<file path="config.mk">
export PLATFORM = sky130hd
export DESIGN_NAME = pipe_reg_file
export DESIGN_NICKNAME = d
export VERILOG_FILES = /design/src/rtl/lc3_pkg.sv /design/src/rtl/reg_scoreboard.sv /design/src/rtl/pipe_reg_file.sv
export SDC_FILE = /design/constraint.sdc
export NUM_CORES = 1
export LEC_CHECK = 0
export CAP_MARGIN = 25
export CORE_AREA = 2 2 201 124
export DETAILED_ROUTE_END_ITERATION = 10
export DIE_AREA = 0 0 203 126
export PLACE_DENSITY_LB_ADDON = 0.3
export SLEW_MARGIN = 20
export SYNTH_ARGS = -nofsm -noshare
export SYNTH_HDL_FRONTEND = slang
export SYNTH_SLANG_ARGS = --single-unit
</file>
<file path="constraint.sdc">
create_clock -name clk -period 3.45 [get_ports clk]
set_input_delay 0.69 -clock clk [delete_from_list [all_inputs] [get_ports clk]]
set_output_delay 0.69 -clock clk [all_outputs]
set_load 0.03 [all_outputs]
</file>
<file path="src/rtl/lc3_pkg.sv">
`default_nettype none
// +-----------------------------------------------------------------------+
// | Package     : lc3_pkg                                                 |
// | Description : Shared LC-3 datapath constants and the condition-code   |
// |               helper used at writeback.                               |
// | Revision    : 1.0 - initial release                                   |
// +-----------------------------------------------------------------------+
package lc3_pkg;

  // Bit positions inside the {N,Z,P} condition-code vector
  localparam int NZP_N_BIT = 2;
  localparam int NZP_Z_BIT = 1;
  localparam int NZP_P_BIT = 0;

  // Architectural reset value of the condition codes (Z set)
  localparam logic [2:0] NZP_ZERO = 3'b010;

  // Widest data word the helper accepts; callers zero-extend narrower words
  localparam int CC_MAX_W = 64;

  // Condition codes of a word whose significant width is 'width' bits.
  // Upper bits beyond 'width' must be zero so the Z test stays exact.
  function automatic logic [2:0] cc_from_value(input logic [CC_MAX_W-1:0] value,
                                               input int                   width);
    logic [2:0] cc;
    logic       neg;
    logic       zero;
    neg           = value[width-1];
    zero          = (value == '0);
    cc            = '0;
    cc[NZP_N_BIT] = neg;
    cc[NZP_Z_BIT] = zero;
    cc[NZP_P_BIT] = !neg && !zero;
    return cc;
  endfunction

endpackage
`default_nettype wire

</file>
<file path="src/rtl/reg_scoreboard.sv">
`default_nettype none
// +-----------------------------------------------------------------------+
// | Module      : reg_scoreboard                                          |
// | Description : Per-register busy bits tracking in-flight writes, with  |
// |               issue-over-clear priority and writeback masking of the  |
// |               read-port busy flags.                                   |
// | Revision    : 1.0 - initial release                                   |
// +-----------------------------------------------------------------------+
module reg_scoreboard #(
  parameter int NUM_REGS = 8,
  parameter int ADDR_W   = $clog2(NUM_REGS)
) (
  input  logic                clk,
  input  logic                rst_n,
  input  logic                wr_en,
  input  logic [ADDR_W-1:0]   wr_addr,
  input  logic                issue_en,
  input  logic [ADDR_W-1:0]   issue_dr,
  input  logic [ADDR_W-1:0]   rd_addr1,
  input  logic [ADDR_W-1:0]   rd_addr2,
  output logic                rd_busy1,
  output logic                rd_busy2,
  output logic [NUM_REGS-1:0] busy_vec
);

  // One extra bit so NUM_REGS == 2**ADDR_W is still representable
  localparam logic [ADDR_W:0] NUM_REGS_EXT = (ADDR_W + 1)'(NUM_REGS);

  logic [NUM_REGS-1:0] busy;
  logic [NUM_REGS-1:0] busy_next;
  logic                rd_ok1;
  logic                rd_ok2;

  // Issue wins over a same-cycle writeback so the newer in-flight write stays tracked;
  // out-of-range issue/write addresses match no register and are therefore ignored
  always_comb begin
    busy_next = busy;
    for (int r = 0; r < NUM_REGS; r++) begin
      if (issue_en && issue_dr == ADDR_W'(r)) begin
        busy_next[r] = 1'b1;
      end else if (wr_en && wr_addr == ADDR_W'(r)) begin
        busy_next[r] = 1'b0;
      end
    end
  end

  // Busy state register
  always_ff @(posedge clk or negedge rst_n) begin
    if (!rst_n) begin
      busy <= '0;
    end else begin
      busy <= busy_next;
    end
  end

  // A writeback in flight this cycle is bypassed, so it masks the busy flag
  always_comb begin
    rd_ok1   = ({1'b0, rd_addr1} < NUM_REGS_EXT);
    rd_ok2   = ({1'b0, rd_addr2} < NUM_REGS_EXT);
    rd_busy1 = 1'b0;
    rd_busy2 = 1'b0;
    if (rd_ok1) begin
      rd_busy1 = busy[rd_addr1] && !(wr_en && wr_addr == rd_addr1);
    end
    if (rd_ok2) begin
      rd_busy2 = busy[rd_addr2] && !(wr_en && wr_addr == rd_addr2);
    end
  end

  assign busy_vec = busy;

endmodule
`default_nettype wire

</file>
<file path="src/rtl/pipe_reg_file.sv">
`default_nettype none
// +-----------------------------------------------------------------------+
// | Module      : pipe_reg_file                                           |
// | Description : LC-3 pipelined register file: data array with           |
// |               write-to-read bypass, busy scoreboard and NZP register. |
// | Revision    : 1.0 - initial release                                   |
// +-----------------------------------------------------------------------+
module pipe_reg_file
  import lc3_pkg::*;
#(
  parameter int                DATA_W    = 16,
  parameter int                NUM_REGS  = 8,
  parameter int                ADDR_W    = $clog2(NUM_REGS),
  parameter logic [DATA_W-1:0] RESET_VAL = '0
) (
  input  logic                clk,
  input  logic                rst_n,
  input  logic                wr_en,
  input  logic [ADDR_W-1:0]   wr_addr,
  input  logic [DATA_W-1:0]   wr_data,
  input  logic                cc_en,
  input  logic                issue_en,
  input  logic [ADDR_W-1:0]   issue_dr,
  input  logic [ADDR_W-1:0]   rd_addr1,
  input  logic [ADDR_W-1:0]   rd_addr2,
  output logic [DATA_W-1:0]   rd_data1,
  output logic [DATA_W-1:0]   rd_data2,
  output logic                rd_busy1,
  output logic                rd_busy2,
  output logic [2:0]          nzp,
  output logic [NUM_REGS-1:0] busy_vec
);

  // DATA_W must not exceed CC_MAX_W for the condition-code helper
  localparam logic [ADDR_W:0] NUM_REGS_EXT = (ADDR_W + 1)'(NUM_REGS);

  logic [DATA_W-1:0] regs [NUM_REGS];
  logic              wr_ok;
  logic              rd_ok1;
  logic              rd_ok2;

  assign wr_ok  = ({1'b0, wr_addr}  < NUM_REGS_EXT);
  assign rd_ok1 = ({1'b0, rd_addr1} < NUM_REGS_EXT);
  assign rd_ok2 = ({1'b0, rd_addr2} < NUM_REGS_EXT);

  // Register array: writes to addresses past the last register are dropped
  always_ff @(posedge clk or negedge rst_n) begin
    if (!rst_n) begin
      for (int i = 0; i < NUM_REGS; i++) begin
        regs[i] <= RESET_VAL;
      end
    end else if (wr_en && wr_ok) begin
      regs[wr_addr] <= wr_data;
    end
  end

  // Condition codes follow every cc-enabled writeback, even to an unmapped address
  always_ff @(posedge clk or negedge rst_n) begin
    if (!rst_n) begin
      nzp <= NZP_ZERO;
    end else if (wr_en && cc_en) begin
      nzp <= cc_from_value(CC_MAX_W'(wr_data), DATA_W);
    end
  end

  // Read port 1: unmapped address reads zero, otherwise bypass a same-cycle write
  always_comb begin
    rd_data1 = '0;
    if (rd_ok1) begin
      rd_data1 = (wr_en && wr_addr == rd_addr1) ? wr_data : regs[rd_addr1];
    end
  end

  // Read port 2: same selection as port 1
  always_comb begin
    rd_data2 = '0;
    if (rd_ok2) begin
      rd_data2 = (wr_en && wr_addr == rd_addr2) ? wr_data : regs[rd_addr2];
    end
  end

  reg_scoreboard #(
    .NUM_REGS (NUM_REGS),
    .ADDR_W   (ADDR_W)
  ) u_scoreboard (
    .clk      (clk),
    .rst_n    (rst_n),
    .wr_en    (wr_en),
    .wr_addr  (wr_addr),
    .issue_en (issue_en),
    .issue_dr (issue_dr),
    .rd_addr1 (rd_addr1),
    .rd_addr2 (rd_addr2),
    .rd_busy1 (rd_busy1),
    .rd_busy2 (rd_busy2),
    .busy_vec (busy_vec)
  );

endmodule
`default_nettype wire

</file>
==> results of run 1 <==
-- layer usage --
| metal | vias up | wire length, um |
|---|---|---|
| li1 | 2165 | - |
| met1 | 2712 | 10550 |
| met2 | 146 | 9996 |
| met3 | 28 | 1089 |
| met4 | 0 | 442 |
| met5 | - | 0 |
-- cell usage after synthesis, drive strengths merged --
| library cell | instances | share of area, % |
|---|---|---|
| o32ai | 2 | 0.21 |
| dfrtp | 138 | 42 |
| mux4 | 68 | 21 |
| mux2 | 195 | 28 |
| nand2b | 4 | 0.31 |
| nand2 | 9 | 0.41 |
| dfstp | 1 | 0.32 |
| clkbuf | 25 | 1.2 |
| o21ai | 5 | 0.31 |
| nor4 | 4 | 0.31 |
| nor2 | 1 | 0.046 |
| nand4b | 3 | 0.32 |
| and2 | 2 | 0.15 |
| nor3b | 2 | 0.46 |
| buf | 25 | 3.1 |
| xnor2 | 6 | 0.64 |
| o22ai | 2 | 0.15 |
| nand4 | 4 | 0.46 |
| inv | 4 | 0.18 |
| nor3 | 2 | 0.32 |
| a22o | 1 | 0.11 |
-- registers in the layout, indices dropped and copies added, names as in the netlist --
| name | count |
|---|---|
| u_scoreboard.busy_vec | 8 |
| nzp | 3 |
| regs | 128 |
-- cells by family after synthesis --
family | synth area share (%)
flops | 42.66
buf+inv | 4.479
mux | 48.64
xor+xnor | 0.6443
compound gates | 0.7823
simple gates | 2.792
-- timing repair --
action	4_1_cts	5_1_grt
endpoints found under the setup margin	4	14
hold buffers	0	0
gates resized for setup	4	3
-- worst max-delay path by stage --
stage	start	to	slack, ns
6_report	rd_addr1[2]	rd_data1[5]	0.07
5_1_grt	wr_addr[1]	rd_data2[9]	0.02
4_1_cts	rd_addr1[2]	rd_data1[5]	0.02
3_5_place_dp	rd_addr1[2]	rd_data1[4]	-0.06
3_3_place_gp	rd_addr1[1]	rd_busy1	-0.04
2_1_floorplan	rd_addr2[1]	rd_data2[0]	0.56
-- cell type report --
| class | count | area (um^2) |
|---|---|---|
| clock buffer | 19 | 442.9 |
| multi-input combinational | 310 | 4312 |
| fill | 2135 | 13920 |
| sequential | 139 | 3480 |
| clock inverter | 13 | 143.9 |
| inverter | 4 | 15.01 |
| tap | 322 | 402.9 |
| timing repair buffer | 115 | 1013 |
-- report_power, final --
group          internal, uW  leakage [uW]  total (uW)  switching (uW)
Clock                  1090      0.000264        1830             739
Sequential             1990       0.00166        2260             274
Combinational           984       0.00226        1760             776
-- stage by stage --
stage	TNS [ns]	total power [uW]	instance area, um^2	util (%)	hold slack (ns)
floorplan	0	3454	8157	-	0.3944
global placement	-0.08821	3995	9213	38.83	0.4714
detailed placement	-0.1194	4052	9213	38.83	0.4915
CTS	0	5899	9799	41.30	0.4406
global route	0	6126	9809	41.34	0.4731
finish	0	5845	9809	41.34	0.4024
==> run_summary.xml, run 1 <==
<?xml version="1.0" encoding="UTF-8"?>
<metrics>
  <group name="status">
    <metric name="run_status" unit="">completed</metric>
  </group>
  <group name="global_routing">
    <metric name="grt_util_met1" unit="%">25.50</metric>
    <metric name="wire_length_of_the_first_global_routing_pass" unit="mm">34.23</metric>
    <metric name="grt_antenna_before_repair" unit="">0</metric>
    <metric name="global_route.usage.met2" unit="%">27.62</metric>
    <metric name="busiest_layer" unit="">met2</metric>
    <metric name="pin_count_of_the_biggest_net_entering_global_routing" unit="">70</metric>
    <metric name="number_of_global_route_vias_before_repair" unit="">5493</metric>
    <metric name="gr-total-overflow" unit="">0</metric>
    <metric name="grt_util_all_layers" unit="%">18.01</metric>
    <metric name="gr-usage-met3" unit="%">3.908</metric>
  </group>
  <group name="sta">
    <metric name="fmax" unit="MHz">296.0</metric>
    <metric name="finalCriticalPeriod" unit="ns">3.378</metric>
    <metric name="slew_violations" unit="">0</metric>
    <metric name="hold_violations" unit="">0</metric>
    <metric name="post_route_clock_period_utilization" unit="%">97.91</metric>
    <metric name="max_slew.worst_pin.slew" unit="ns">0.9158</metric>
    <metric name="slack_of_the_critical_path" unit="ns">0.07194</metric>
    <metric name="max-slew-margin-rel" unit="%">38.95</metric>
    <metric name="setup_violators_final" unit="">0</metric>
    <metric name="setup_repair_after_global_routing_missed_its_margin" unit="">false</metric>
    <metric name="timing.clock.skew" unit="ns">0</metric>
  </group>
  <group name="setup_path">
    <metric name="timing.critical_path.slowest_cell_delay" unit="ns">0.58</metric>
    <metric name="worst_setup_path_start_kind" unit="">primary input</metric>
    <metric name="worst_ep_required_time" unit="ns">2.76</metric>
    <metric name="worstRegToRegCells" unit="">1</metric>
    <metric name="crit_path_cell_trace" unit="">clkdlybuf4s50_1, buf_12, buf_6, mux4_1, mux2_2, mux2_4, buf_4</metric>
    <metric name="timing.critical_path.slowest_stage_cell" unit="">sky130_fd_sc_hd__clkdlybuf4s50_1</metric>
    <metric name="timing.critical_path.arrival" unit="ns">2.69</metric>
    <metric name="worst-path-stages" unit="">7</metric>
    <metric name="crit-reg2reg-launch" unit="">regs[92]</metric>
    <metric name="critical_path_class" unit="">in2out</metric>
    <metric name="r2r_end" unit="">regs[92]</metric>
    <metric name="cp_top_family" unit="">buffers and inverters</metric>
    <metric name="critical_path_buf_inv_count" unit="">4</metric>
    <metric name="reg2reg_setup_slack" unit="ns">2.59</metric>
    <metric name="maximum_fanout_encountered_on_the_critical_timing_path" unit="">15</metric>
    <metric name="endpoint_kind" unit="">output pin</metric>
  </group>
  <group name="clock_network">
    <metric name="root_buffer" unit="">sky130_fd_sc_hd__clkbuf_16</metric>
    <metric name="clockBufferDepth" unit="">2</metric>
    <metric name="clock-sinks" unit="">139</metric>
    <metric name="cts_tree" unit="">built</metric>
    <metric name="cts.clk_slew.worst_paths" unit="ns">0.06</metric>
    <metric name="clk_lat_worst_skew" unit="ns">0.42</metric>
    <metric name="cts_inserted_buffers" unit="">17</metric>
    <metric name="htree_levels" unit="">4</metric>
    <metric name="postCtsSetupRepairBufs" unit="">0</metric>
  </group>
  <group name="final_layout">
    <metric name="nets" unit="">620</metric>
    <metric name="most-common-layout-cells" unit="">138 x sky130_fd_sc_hd__dfrtp_1, 104 x sky130_fd_sc_hd__mux2_2, 71 x sky130_fd_sc_hd__mux2_1, 64 x sky130_fd_sc_hd__buf_4, 44 x sky130_fd_sc_hd__mux4_1</metric>
    <metric name="area_growth_synth_to_finish" unit="%">20.26</metric>
    <metric name="n_antenna_cell" unit="">0</metric>
    <metric name="drive_gt1_share" unit="%">43.00</metric>
    <metric name="layout_commonest_cell" unit="">sky130_fd_sc_hd__dfrtp_1</metric>
    <metric name="layout.cells.non_filler" unit="">922</metric>
  </group>
  <group name="synth">
    <metric name="syn_area_per_cell" unit="um^2">16.22</metric>
    <metric name="netlist-cell-type-count" unit="">29</metric>
    <metric name="synthesis.yosys.warnings" unit="">0</metric>
    <metric name="synthesis.instances" unit="">503</metric>
    <metric name="syn-cell-area" unit="um^2">8157</metric>
    <metric name="yosys_register_bits" unit="">139</metric>
    <metric name="synth-seq-area-share" unit="%">42.66</metric>
    <metric name="nets_in_the_synthesized_netlist" unit="">536</metric>
  </group>
  <group name="drt">
    <metric name="post_detailed_route_drc_marker_count" unit="">0</metric>
    <metric name="totalWireLength" unit="mm">22.08</metric>
    <metric name="drt_pass1_iterations" unit="">4</metric>
    <metric name="vias" unit="">5051</metric>
    <metric name="avgRoutedWirePerCell" unit="um">23.95</metric>
    <metric name="route.antenna.remaining_nets" unit="">0</metric>
    <metric name="first_iter_violations" unit="">222</metric>
    <metric name="vias_per_cell" unit="">5.478</metric>
  </group>
  <group name="placed_design">
    <metric name="worst_setup_slack_post_dpl" unit="ns">-0.05518</metric>
    <metric name="dpl.cell_count" unit="">890</metric>
    <metric name="detailedPlacementHpwl" unit="mm">14.41</metric>
    <metric name="routability_driven_placement_congestion_ratio" unit="">0.7829</metric>
    <metric name="port_buffers" unit="">77</metric>
  </group>
  <group name="floorplanning">
    <metric name="core_rows" unit="">44</metric>
    <metric name="die_w" unit="um">203</metric>
    <metric name="die_area" unit="um^2">25580</metric>
    <metric name="height_of_the_die" unit="um">126</metric>
    <metric name="floorplan.initialDensity" unit="%">34.38</metric>
    <metric name="top_level_ports" unit="">78</metric>
    <metric name="coreArea" unit="um^2">23730</metric>
  </group>
  <group name="min_path">
    <metric name="holdCritPathClass" unit="">in2async</metric>
  </group>
  <group name="run">
    <metric name="drv_cap" unit="">0</metric>
  </group>
  <group name="power_and_ir_drop">
    <metric name="worst_ir_drop_vdd" unit="V">0.0003451</metric>
    <metric name="power.leakage" unit="uW">0.004184</metric>
    <metric name="power_per_cell_area" unit="nW/um^2">595.9</metric>
  </group>
</metrics>
(Power assumes the default switching activity.)
==> run 2: changes to the inputs <==
- SKIP_CTS_REPAIR_TIMING: not set -> 1
==> run_summary.xml, run 2 (synthesis gave the netlist of run 1 again) <==
<?xml version="1.0" encoding="UTF-8"?>
<metrics>
  <group name="status">
    <metric name="run_status" unit="">completed</metric>
  </group>
  <group name="placed_design">
    <metric name="port_buffers" unit="">77</metric>
    <metric name="detailedPlacementHpwl" unit="mm">14.41</metric>
    <metric name="worst_setup_slack_post_dpl" unit="ns">-0.05518</metric>
    <metric name="routability_driven_placement_congestion_ratio" unit="">0.7829</metric>
  </group>
  <group name="clock_network">
    <metric name="clock-sinks" unit="">139</metric>
    <metric name="clockBufferDepth" unit="">2</metric>
    <metric name="cts_inserted_buffers" unit="">17</metric>
    <metric name="htree_levels" unit="">4</metric>
    <metric name="cts.clk_slew.worst_paths" unit="ns">0.06</metric>
    <metric name="cts_tree" unit="">built</metric>
    <metric name="root_buffer" unit="">sky130_fd_sc_hd__clkbuf_16</metric>
    <metric name="clk_lat_worst_skew" unit="ns">0.42</metric>
  </group>
  <group name="floorplanning">
    <metric name="coreArea" unit="um^2">23730</metric>
    <metric name="die_w" unit="um">203</metric>
    <metric name="core_rows" unit="">44</metric>
    <metric name="top_level_ports" unit="">78</metric>
    <metric name="height_of_the_die" unit="um">126</metric>
    <metric name="die_area" unit="um^2">25580</metric>
    <metric name="floorplan.initialDensity" unit="%">34.38</metric>
  </group>
  <group name="final_layout">
    <metric name="drive_gt1_share" unit="%">43.00</metric>
    <metric name="largest_register_ffs" unit="">128</metric>
    <metric name="core_occupancy_in_the_finished_layout" unit="%">41.37</metric>
    <metric name="layout_commonest_cell" unit="">sky130_fd_sc_hd__dfrtp_1</metric>
    <metric name="nets" unit="">620</metric>
    <metric name="register_bank_with_the_most_flops" unit="">regs</metric>
    <metric name="area_growth_synth_to_finish" unit="%">20.36</metric>
    <metric name="most-common-layout-cells" unit="">138 x sky130_fd_sc_hd__dfrtp_1, 104 x sky130_fd_sc_hd__mux2_2, 71 x sky130_fd_sc_hd__mux2_1, 65 x sky130_fd_sc_hd__buf_4, 44 x sky130_fd_sc_hd__mux4_1</metric>
    <metric name="n_antenna_cell" unit="">0</metric>
  </group>
  <group name="setup_path">
    <metric name="worstRegToRegCells" unit="">1</metric>
    <metric name="r2r_end" unit="">regs[92]</metric>
    <metric name="worst_setup_path_start_kind" unit="">primary input</metric>
    <metric name="cp_top_family" unit="">buffers and inverters</metric>
    <metric name="crit_path_cell_trace" unit="">clkdlybuf4s50_1, buf_12, buf_6, mux4_1, mux2_2, mux2_4, buf_4</metric>
    <metric name="timing.critical_path.arrival" unit="ns">2.68</metric>
    <metric name="maximum_fanout_encountered_on_the_critical_timing_path" unit="">15</metric>
    <metric name="crit-reg2reg-launch" unit="">regs[92]</metric>
    <metric name="worst-path-stages" unit="">7</metric>
    <metric name="reg2reg_setup_slack" unit="ns">2.59</metric>
    <metric name="timing.critical_path.slowest_cell_delay" unit="ns">0.57</metric>
    <metric name="worst_ep_required_time" unit="ns">2.76</metric>
    <metric name="critical_path_class" unit="">in2out</metric>
    <metric name="timing.critical_path.slowest_stage_cell" unit="">sky130_fd_sc_hd__clkdlybuf4s50_1</metric>
    <metric name="endpoint_kind" unit="">output pin</metric>
    <metric name="critical_path_buf_inv_count" unit="">4</metric>
  </group>
  <group name="drt">
    <metric name="first_iter_violations" unit="">209</metric>
    <metric name="route.antenna.remaining_nets" unit="">0</metric>
    <metric name="avgRoutedWirePerCell" unit="um">23.94</metric>
    <metric name="totalWireLength" unit="mm">22.07</metric>
    <metric name="post_detailed_route_drc_marker_count" unit="">0</metric>
    <metric name="drt_pass1_iterations" unit="">4</metric>
    <metric name="vias_per_cell" unit="">5.491</metric>
    <metric name="vias" unit="">5063</metric>
  </group>
  <group name="global_routing">
    <metric name="number_of_global_route_vias_before_repair" unit="">5484</metric>
    <metric name="gr-total-overflow" unit="">0</metric>
    <metric name="wire_length_of_the_first_global_routing_pass" unit="mm">34.20</metric>
    <metric name="pin_count_of_the_biggest_net_entering_global_routing" unit="">70</metric>
    <metric name="grt_util_all_layers" unit="%">17.99</metric>
    <metric name="grt_antenna_before_repair" unit="">0</metric>
  </group>
  <group name="min_path">
    <metric name="holdCritPathClass" unit="">in2async</metric>
  </group>
  <group name="run">
    <metric name="drv_cap" unit="">0</metric>
  </group>
  <group name="sta">
    <metric name="max-slew-margin-rel" unit="%">38.98</metric>
    <metric name="max_slew.worst_pin.slew" unit="ns">0.9153</metric>
    <metric name="timing.clock.skew" unit="ns">0</metric>
    <metric name="hold_violations" unit="">0</metric>
    <metric name="post_route_clock_period_utilization" unit="%">97.55</metric>
    <metric name="finalCriticalPeriod" unit="ns">3.365</metric>
    <metric name="slew_violations" unit="">0</metric>
    <metric name="fmax" unit="MHz">297.1</metric>
    <metric name="totalNegativeSetupSlack" unit="ns">0</metric>
    <metric name="setup_repair_after_global_routing_missed_its_margin" unit="">false</metric>
    <metric name="slack_of_the_critical_path" unit="ns">0.08459</metric>
    <metric name="holdWs" unit="ns">0.4029</metric>
    <metric name="setup_violators_final" unit="">0</metric>
  </group>
  <group name="power_and_ir_drop">
    <metric name="power_per_cell_area" unit="nW/um^2">596.2</metric>
    <metric name="power.share.switching" unit="%">30.59</metric>
    <metric name="netSwitchingPower" unit="uW">1790</metric>
    <metric name="total_power" unit="uW">5853</metric>
    <metric name="worst_ir_drop_vdd" unit="V">0.0003433</metric>
    <metric name="intPower" unit="uW">4062</metric>
    <metric name="power.leakage" unit="uW">0.004209</metric>
    <metric name="power.share.combinational" unit="%">30.2</metric>
    <metric name="seqPwrFrac" unit="%">38.6</metric>
    <metric name="clock_power_share" unit="%">31.2</metric>
  </group>
</metrics>
[run 2: cell types whose count changed in the layout (fill, tap and decap cells not counted)]
| cell | before | now |
|---|---|---|
| sky130_fd_sc_hd__dlygate4sd2_1 | 3 | 0 |
| sky130_fd_sc_hd__buf_6 | 3 | 2 |
| sky130_fd_sc_hd__buf_4 | 64 | 65 |
| sky130_fd_sc_hd__dlymetal6s2s_1 | 1 | 4 |
[run 2: layer usage]
metal	wire (um)	global-route usage, %	share of wire (%)
met5	0	0	0
met4	487	5.882	2.2
met3	1201	3.908	5.4
met2	9990	27.56	45
met1	10390	25.50	47
[run 2: how the worst max path moves through the flow]
stage	startpoint	end	slack (ns)
2_1_floorplan	rd_addr2[1]	rd_data2[0]	0.56
3_3_place_gp	rd_addr1[1]	rd_busy1	-0.04
3_5_place_dp	rd_addr1[2]	rd_data1[4]	-0.06
4_1_cts	rd_addr1[2]	rd_data1[4]	-0.06
5_1_grt	wr_addr[1]	rd_data2[9]	0.02
6_report	rd_addr1[2]	rd_data1[5]	0.08
[run 2: through the flow]
| stage | instance area (um^2) | cells |
|---|---|---|
| after floorplan | 8157 | 503 |
| after global placement | 9213 | 890 |
| after detailed placement | 9213 | 890 |
| after CTS | 9799 | 922 |
| after global routing | 9817 | 922 |
| final | 9817 | 922 |
[run 2: layout make-up]
| class | instances | area [um^2] |
|---|---|---|
| flip-flops and latches | 139 | 3480 |
| clock buffers | 19 | 442.9 |
| repair buffers | 115 | 1021 |
| fillers | 2132 | 13910 |
| clock inverters | 13 | 143.9 |
| multi-input cells | 310 | 4312 |
| inverters | 4 | 15.01 |
| well taps | 322 | 402.9 |
[run 2: power groups by stage]
| stage | combinational [uW] | sequential (uW) | clock (uW) |
|---|---|---|---|
| after detailed placement | 1780 | 2270 | 0 |
| after global placement | 1740 | 2250 | 0 |
| after global routing | 1880 | 2310 | 1940 |
| after CTS | 1790 | 2250 | 1870 |
| after floorplan | 1250 | 2200 | 0 |
| final | 1770 | 2260 | 1830 |
